## src/rtl/lq_issue_stage_if.sv

```systemverilog
// lq_issue_stage_if
//   Data-memory load request bus with a valid/ready handshake.
//   master : drives req_valid/req_addr/req_id/req_fn3, samples req_ready
//   slave  : samples the request fields, drives req_ready
// Parameters: ADDR_W (address width), ID_W (load ID width).
interface lq_issue_stage_if #(
    parameter int ADDR_W = 32,
    parameter int ID_W   = 3
);
    logic              req_valid;
    logic              req_ready;
    logic [ADDR_W-1:0] req_addr;
    logic [ID_W-1:0]   req_id;
    logic [2:0]        req_fn3;

    modport master (
        output req_valid,
        output req_addr,
        output req_id,
        output req_fn3,
        input  req_ready
    );

    modport slave (
        input  req_valid,
        input  req_addr,
        input  req_id,
        input  req_fn3,
        output req_ready
    );
endinterface

```

## src/rtl/lq_issue_stage.sv

```systemverilog
// lq_issue_stage
//   Issues the load-queue FIFO head into a registered memory request stage once
//   every older store it depends on has committed, while capping the number of
//   loads accepted by memory but not yet acknowledged. A flush drains the FIFO
//   one entry per cycle and drops the held request.
// Ports:
//   clk, rst          clock, synchronous active-high reset
//   lq_valid/lq_addr/lq_id/lq_fn3/lq_store_mask   FIFO head entry
//   lq_pop            pop strobe back to the FIFO
//   sq_pending        store-queue entries not yet committed
//   flush             discard held and queued loads
//   req (master)      memory request bus (req_valid/ready/addr/id/fn3)
//   resp_ack          one outstanding load completed
//   outstanding       loads accepted by memory, not yet acknowledged
//   idle              nothing held, nothing outstanding, FIFO head empty
// Optional (macro LQ_ISSUE_STALL_CNT_EN):
//   stall_cycles      saturating count of cycles the head waited
//   dep_stall         head is blocked by an uncommitted older store
module lq_issue_stage #(
    parameter int ADDR_W          = 32,
    parameter int ID_W            = 3,
    parameter int SQ_DEPTH        = 4,
    parameter int MAX_OUTSTANDING = 4,
    localparam int CNT_W          = $clog2(MAX_OUTSTANDING + 1)
) (
    input  logic                clk,
    input  logic                rst,
    input  logic                lq_valid,
    input  logic [ADDR_W-1:0]   lq_addr,
    input  logic [ID_W-1:0]     lq_id,
    input  logic [2:0]          lq_fn3,
    input  logic [SQ_DEPTH-1:0] lq_store_mask,
    output logic                lq_pop,
    input  logic [SQ_DEPTH-1:0] sq_pending,
    input  logic                flush,
    lq_issue_stage_if.master    req,
    input  logic                resp_ack,
    output logic [CNT_W-1:0]    outstanding,
`ifdef LQ_ISSUE_STALL_CNT_EN
    output logic [15:0]         stall_cycles,
    output logic                dep_stall,
`endif
    output logic                idle
);

    localparam logic [CNT_W:0] MAX_EXT = (CNT_W + 1)'(MAX_OUTSTANDING);

    logic              hold_valid;
    logic [ADDR_W-1:0] hold_addr;
    logic [ID_W-1:0]   hold_id;
    logic [2:0]        hold_fn3;
    logic [CNT_W-1:0]  out_cnt;

    logic              deps_ok;
    logic              slot_free;
    logic              credit_ok;
    logic              handshake;
    logic [CNT_W:0]    in_flight;

    // Credit looks only at registered state: an ack this cycle frees a credit
    // from the next cycle on.
    always_comb begin
        deps_ok   = ~|(lq_store_mask & sq_pending);
        handshake = hold_valid & req.req_ready;
        slot_free = ~hold_valid | handshake;
        in_flight = {1'b0, out_cnt} + {{CNT_W{1'b0}}, hold_valid};
        credit_ok = in_flight < MAX_EXT;
        lq_pop    = 1'b0;
        if (!rst) begin
            if (flush)
                lq_pop = lq_valid;
            else
                lq_pop = lq_valid & deps_ok & slot_free & credit_ok;
        end
    end

    // Request register. Entries popped during a flush are discarded, not loaded.
    always_ff @(posedge clk) begin
        if (rst) begin
            hold_valid <= 1'b0;
            hold_addr  <= '0;
            hold_id    <= '0;
            hold_fn3   <= '0;
        end else if (flush) begin
            hold_valid <= 1'b0;
        end else if (lq_pop) begin
            hold_valid <= 1'b1;
            hold_addr  <= lq_addr;
            hold_id    <= lq_id;
            hold_fn3   <= lq_fn3;
        end else if (handshake) begin
            hold_valid <= 1'b0;
        end
    end

    // A handshake in a flush cycle still counts as issued.
    always_ff @(posedge clk) begin
        if (rst) begin
            out_cnt <= '0;
        end else begin
            case ({handshake, resp_ack})
                2'b10:   out_cnt <= out_cnt + CNT_W'(1);
                2'b01:   out_cnt <= out_cnt - CNT_W'(1);
                default: out_cnt <= out_cnt;
            endcase
        end
    end

    assign req.req_valid = hold_valid;
    assign req.req_addr  = hold_addr;
    assign req.req_id    = hold_id;
    assign req.req_fn3   = hold_fn3;
    assign outstanding   = out_cnt;
    assign idle          = ~hold_valid & (out_cnt == '0) & ~lq_valid;

`ifdef LQ_ISSUE_STALL_CNT_EN
    logic [15:0] stall_q;

    always_ff @(posedge clk) begin
        if (rst)
            stall_q <= '0;
        else if (lq_valid && !flush && !lq_pop && stall_q != '1)
            stall_q <= stall_q + 16'd1;
    end

    assign stall_cycles = stall_q;
    assign dep_stall    = lq_valid & ~deps_ok;
`endif

    a_pop_needs_valid: assert property (@(posedge clk) lq_pop |-> lq_valid);

    a_ack_legal: assert property (@(posedge clk) disable iff (rst)
        resp_ack |-> (out_cnt != '0));

    a_cnt_cap: assert property (@(posedge clk) disable iff (rst)
        {1'b0, out_cnt} <= MAX_EXT);

    a_stall_stable: assert property (@(posedge clk) disable iff (rst)
        (hold_valid && !req.req_ready) |=>
            ($stable(hold_addr) && $stable(hold_id) && $stable(hold_fn3)));

endmodule

```

## src/flat_wrapper.sv

```systemverilog
// flat-port wrapper written by rule: the top's interface ports become plain ports
module lq_issue_stage_flat 
#(
    parameter int ADDR_W          = 32,
    parameter int ID_W            = 3,
    parameter int SQ_DEPTH        = 4,
    parameter int MAX_OUTSTANDING = 4,
    localparam int CNT_W          = $clog2(MAX_OUTSTANDING + 1)
)
  (clk, rst, lq_valid, lq_addr, lq_id, lq_fn3, lq_store_mask, lq_pop, sq_pending, flush, resp_ack, outstanding, idle, req_req_valid, req_req_addr, req_req_id, req_req_fn3, req_req_ready);
  lq_issue_stage_if #(.ADDR_W(ADDR_W), .ID_W(ID_W)) req_i ();
  input  logic clk;
  input  logic rst;
  input  logic lq_valid;
  input  logic [ADDR_W-1:0] lq_addr;
  input  logic [ID_W-1:0] lq_id;
  input  logic [2:0] lq_fn3;
  input  logic [SQ_DEPTH-1:0] lq_store_mask;
  output logic lq_pop;
  input  logic [SQ_DEPTH-1:0] sq_pending;
  input  logic flush;
  input  logic resp_ack;
  output logic [CNT_W-1:0] outstanding;
  output logic idle;
  output wire logic [$bits(req_i.req_valid)-1:0] req_req_valid;
  output wire logic [$bits(req_i.req_addr)-1:0] req_req_addr;
  output wire logic [$bits(req_i.req_id)-1:0] req_req_id;
  output wire logic [$bits(req_i.req_fn3)-1:0] req_req_fn3;
  input wire logic [$bits(req_i.req_ready)-1:0] req_req_ready;
  assign req_req_valid = req_i.req_valid;
  assign req_req_addr = req_i.req_addr;
  assign req_req_id = req_i.req_id;
  assign req_req_fn3 = req_i.req_fn3;
  assign req_i.req_ready = req_req_ready;
  lq_issue_stage #(.ADDR_W(ADDR_W), .ID_W(ID_W), .SQ_DEPTH(SQ_DEPTH), .MAX_OUTSTANDING(MAX_OUTSTANDING)) u_core (.clk(clk), .rst(rst), .lq_valid(lq_valid), .lq_addr(lq_addr), .lq_id(lq_id), .lq_fn3(lq_fn3), .lq_store_mask(lq_store_mask), .lq_pop(lq_pop), .sq_pending(sq_pending), .flush(flush), .req(req_i), .resp_ack(resp_ack), .outstanding(outstanding), .idle(idle));
endmodule
```

## config.mk

```make
export PLATFORM = sky130hd
export DESIGN_NAME = lq_issue_stage_flat
export DESIGN_NICKNAME = d
export VERILOG_FILES = /design/src/rtl/lq_issue_stage_if.sv /design/src/rtl/lq_issue_stage.sv /design/src/flat_wrapper.sv
export SDC_FILE = /design/constraint.sdc
export NUM_CORES = 1
export LEC_CHECK = 0
export ABC_CLOCK_PERIOD_IN_PS = 1960
export CAP_MARGIN = 40
export CORE_MARGIN = 2
export CORE_UTILIZATION = 40
export CTS_CLUSTER_SIZE = 30
export DETAILED_ROUTE_END_ITERATION = 7
export GPL_TIMING_DRIVEN = 0
export PLACE_DENSITY = 0.78
export SYNTH_ARGS = -nofsm -noshare
export SYNTH_HDL_FRONTEND = slang
export SYNTH_SLANG_ARGS = --single-unit
```

## constraint.sdc

```tcl
create_clock -name clk -period 1.96 [get_ports clk]
set_clock_uncertainty 0.2 [all_clocks]
set_input_delay 0.392 -clock clk [delete_from_list [all_inputs] [get_ports clk]]
set_output_delay 0.392 -clock clk [all_outputs]
set_load 0.005 [all_outputs]
```

==> qor.txt <==
PortBufs - 94
Final slew viol count - 0
Total Routed Length - 4386 um
Fillers - 399
Syn Nets - 251
# setup viols final - 1
FF/Latch Area - 848.3 um^2
Diode count - 0
Number of enable flip-flop cells after synthesis - 0
Non-filler cells in the finished layout - 368
Critical path arrival - 1400 ps
GRT Util Overall - 16.87%
Final hold violation count - 0
Outcome - complete, but fails checks
Synth cell count leaders - nand2b_1, dfxtp_1, mux2i_1
Crit Path Category - in -> out
Antenna-violating nets left - 0
Area growth, synth to finish - 56.92%
Dominant cells by area after synthesis - dfxtp_1, nand2b_1, mux2i_1, clkbuf_1, buf_4
Area leader, netlist - dfxtp_1
Max-cap violations - 0
Final worst slack - -28.94 ps
Synth Register Bits - 42
Multi-input gate area - 1042 um^2
Clock Path Buffers - 2
Nature of the critical path endpoint - output port
Largest net degree at the start of global routing - 14
Final cell area excluding filler cells - 3090 um^2
Crit path cell chain - buf_6, a222oi_1, o211a_1, nor2_2, nor3b_2, buf_2
VDD IR max - 0.3557 mV
Worst Tran Pin Value - 436.4 ps
Slew HR - 70.91%
Failing checks - negative setup slack
Hold_buf cts - 0
CP bufs+invs - 2
Root buf cell - clkbuf_8
CTS tree - built
# H-tree levels - 2
Hold Crit Class - reg -> reg
Via Count - 1643
Area share of the largest cell type after synthesis - 42.69%
Post-synth cell types - 24
Vias/cell - 4.465
RSZ-0062 raised after global routing - true
Mapped Cells - 197
Routability cong. - 0.6883
Die Height - 74.17 um
Detailed-route wire length per cell - 11.92 um
Pwr per Cell Area - 570.9 nW/um^2
Count leader, synth - nand2b_1
Hold slack final - 273.2 ps
Pre-Repair DR Iteration Count - 4
Max frequency - 0.5028 GHz
First-pass GRT wire length - 7314 um
CP top delay family - compound AO/OA/AOI/OAI gates
Num ports - 96
Final worst path period need - 1989 ps
CTS buffer count - 5
Final HPWL DP - 3292 um
Number of global-route vias before repair - 1682
Ys flop type - dfxtp_1
CP Launch Type - input pin
Layout Nets - 354
Util after Layout - 65.43%
Final period utilization - 101.5%
Sink Count - 42
Async SR Flop Fraction - 0%
Post-Syn Area per Cell - 9.997 um^2
Clock-pin slew on the worst setup and hold paths - 80 ps
Cell Area, Placed - 2994 um^2
Crit-path max cell delay - 370 ps
Initial DRC Count - 64
Post-synthesis sequential area ratio - 42.69%
Starting density of the core - 41.70%
Worst path required time - 1370 ps
Die area - 5500 um^2
Core Area - 4723 um^2
# rows - 25
CP max-delay cell - a222oi_1
Initial antenna violation count - 0
Synth Cell Area - 1969 um^2
Die width - 74.17 um
Share of cells above drive strength 1 - 10.96%
Worst-Skew Late Latency - 280 ps
CP Max Fanout - 2
Leakage - 0.001104 uW
# placed instances - 358
Remaining DRCs - 0
Total Power - 1764 uW
Synthesis warning total - 0
Overflow after GRT - 0
[area by class of cell]
type	count	area share, %
Inverter	4	0.4858
Tap cell	67	2.713
Clock buffer	6	2.672
Buffer	13	2.510
Multi-Input combinational cell	137	33.72
Sequential cell	42	27.45
Timing Repair Buffer	97	30.04
Clock inverter	2	0.4049
[cells in the final DEF, fill, tap and decap left out]
cell type / n
nor3b_2: 1
clkbuf_2: 2
buf_6: 1
mux2i_1: 38
or3_1: 1
clkinvlp_4: 1
dfxtp_4: 2
dfxtp_1: 40
a21oi_2: 1
or2_2: 1
nor2_1: 4
o211a_1: 1
clkbuf_8: 6
xor2_1: 2
clkdlybuf4s15_1: 1
clkbuf_1: 8
ha_2: 1
buf_2: 5
nand2b_1: 76
dlygate4sd2_1: 5
inv_1: 3
o21ai_0: 1
clkdlybuf4s50_1: 81
or4_1: 1
nor4_1: 1
buf_4: 6
buf_12: 1
inv_2: 1
a222oi_1: 1
nor2_2: 1
clkinv_2: 1
a21boi_2: 1
fa_2: 1
and4bb_1: 1
a21oi_1: 2
nand2_1: 1
[timing repair]
action / in CTS / in global routing
buffers inserted: 3 / 0
endpoints found under the setup margin: 42 / 13
resized for setup: 39 / 7
pin swaps: 11 / 5
[worst paths after layout]
path	start	end	slack (ps)	cells past startpoint
worst min-delay path	u_core.req.req_id[2]	u_core.req.req_id[2]	270	2
worst min register to register	u_core.req.req_id[2]	u_core.req.req_id[2]	270	2
worst max register to register	u_core.outstanding[1]	u_core.outstanding[2]	80	7
worst max-delay path	sq_pending[1]	lq_pop	-30	6
[where the power goes]
group	switching (uW)	internal (uW)	leakage [uW]
Clock	284	283	0.0000472
Sequential	17.2	876	0.000341
Combinational	103	201	0.000715
[flip-flops by register name, indices dropped and copies added, names as in the netlist]
register	cells
u_core.req.req_addr	32
u_core.outstanding	3
u_core.req.req_fn3	3
u_core.req.req_id	3
u_core.req.req_valid	1
[cell families (layout without fill, tap and decap cells)]
logic type | Yosys count | in the layout | share of synthesized area [%]
adders and majority gates | 2 | 2 | 1.652
DFF | 42 | 42 | 42.69
xor gates and xnor gates | 2 | 2 | 0.8896
and+or+nand+nor | 88 | 88 | 27.64
muxes | 38 | 38 | 19.31
AOI/OAI and AO/OA | 7 | 7 | 2.414
buffers and inverters | 18 | 122 | 5.400
[worst min-delay path: stages (launching register included)]
cell and delay [ps]:
dfxtp_1 320, nand2b_1 60, mux2i_1 50
[metal layers]
layer / GRT usage, % / vias up / part of all wire (%)
met3: 5.962 / 2 / 7.3
met5: 0 / - / 0
met1: 20.15 / 750 / 43
met4: 3.232 / 0 / 0.39
li1: - / 842 / -
met2: 29.46 / 49 / 50
[per-stage QoR]
step,setup WS [ps],setup TNS (ps)
floorplan,86.16,0
finish,-28.94,-28.94
CTS,-89.94,-89.94
detailed placement,-789.5,-19670
global placement,-737.3,-18020
global route,-96.71,-168.4
Note: power is estimated with default switching activity, not from simulation.
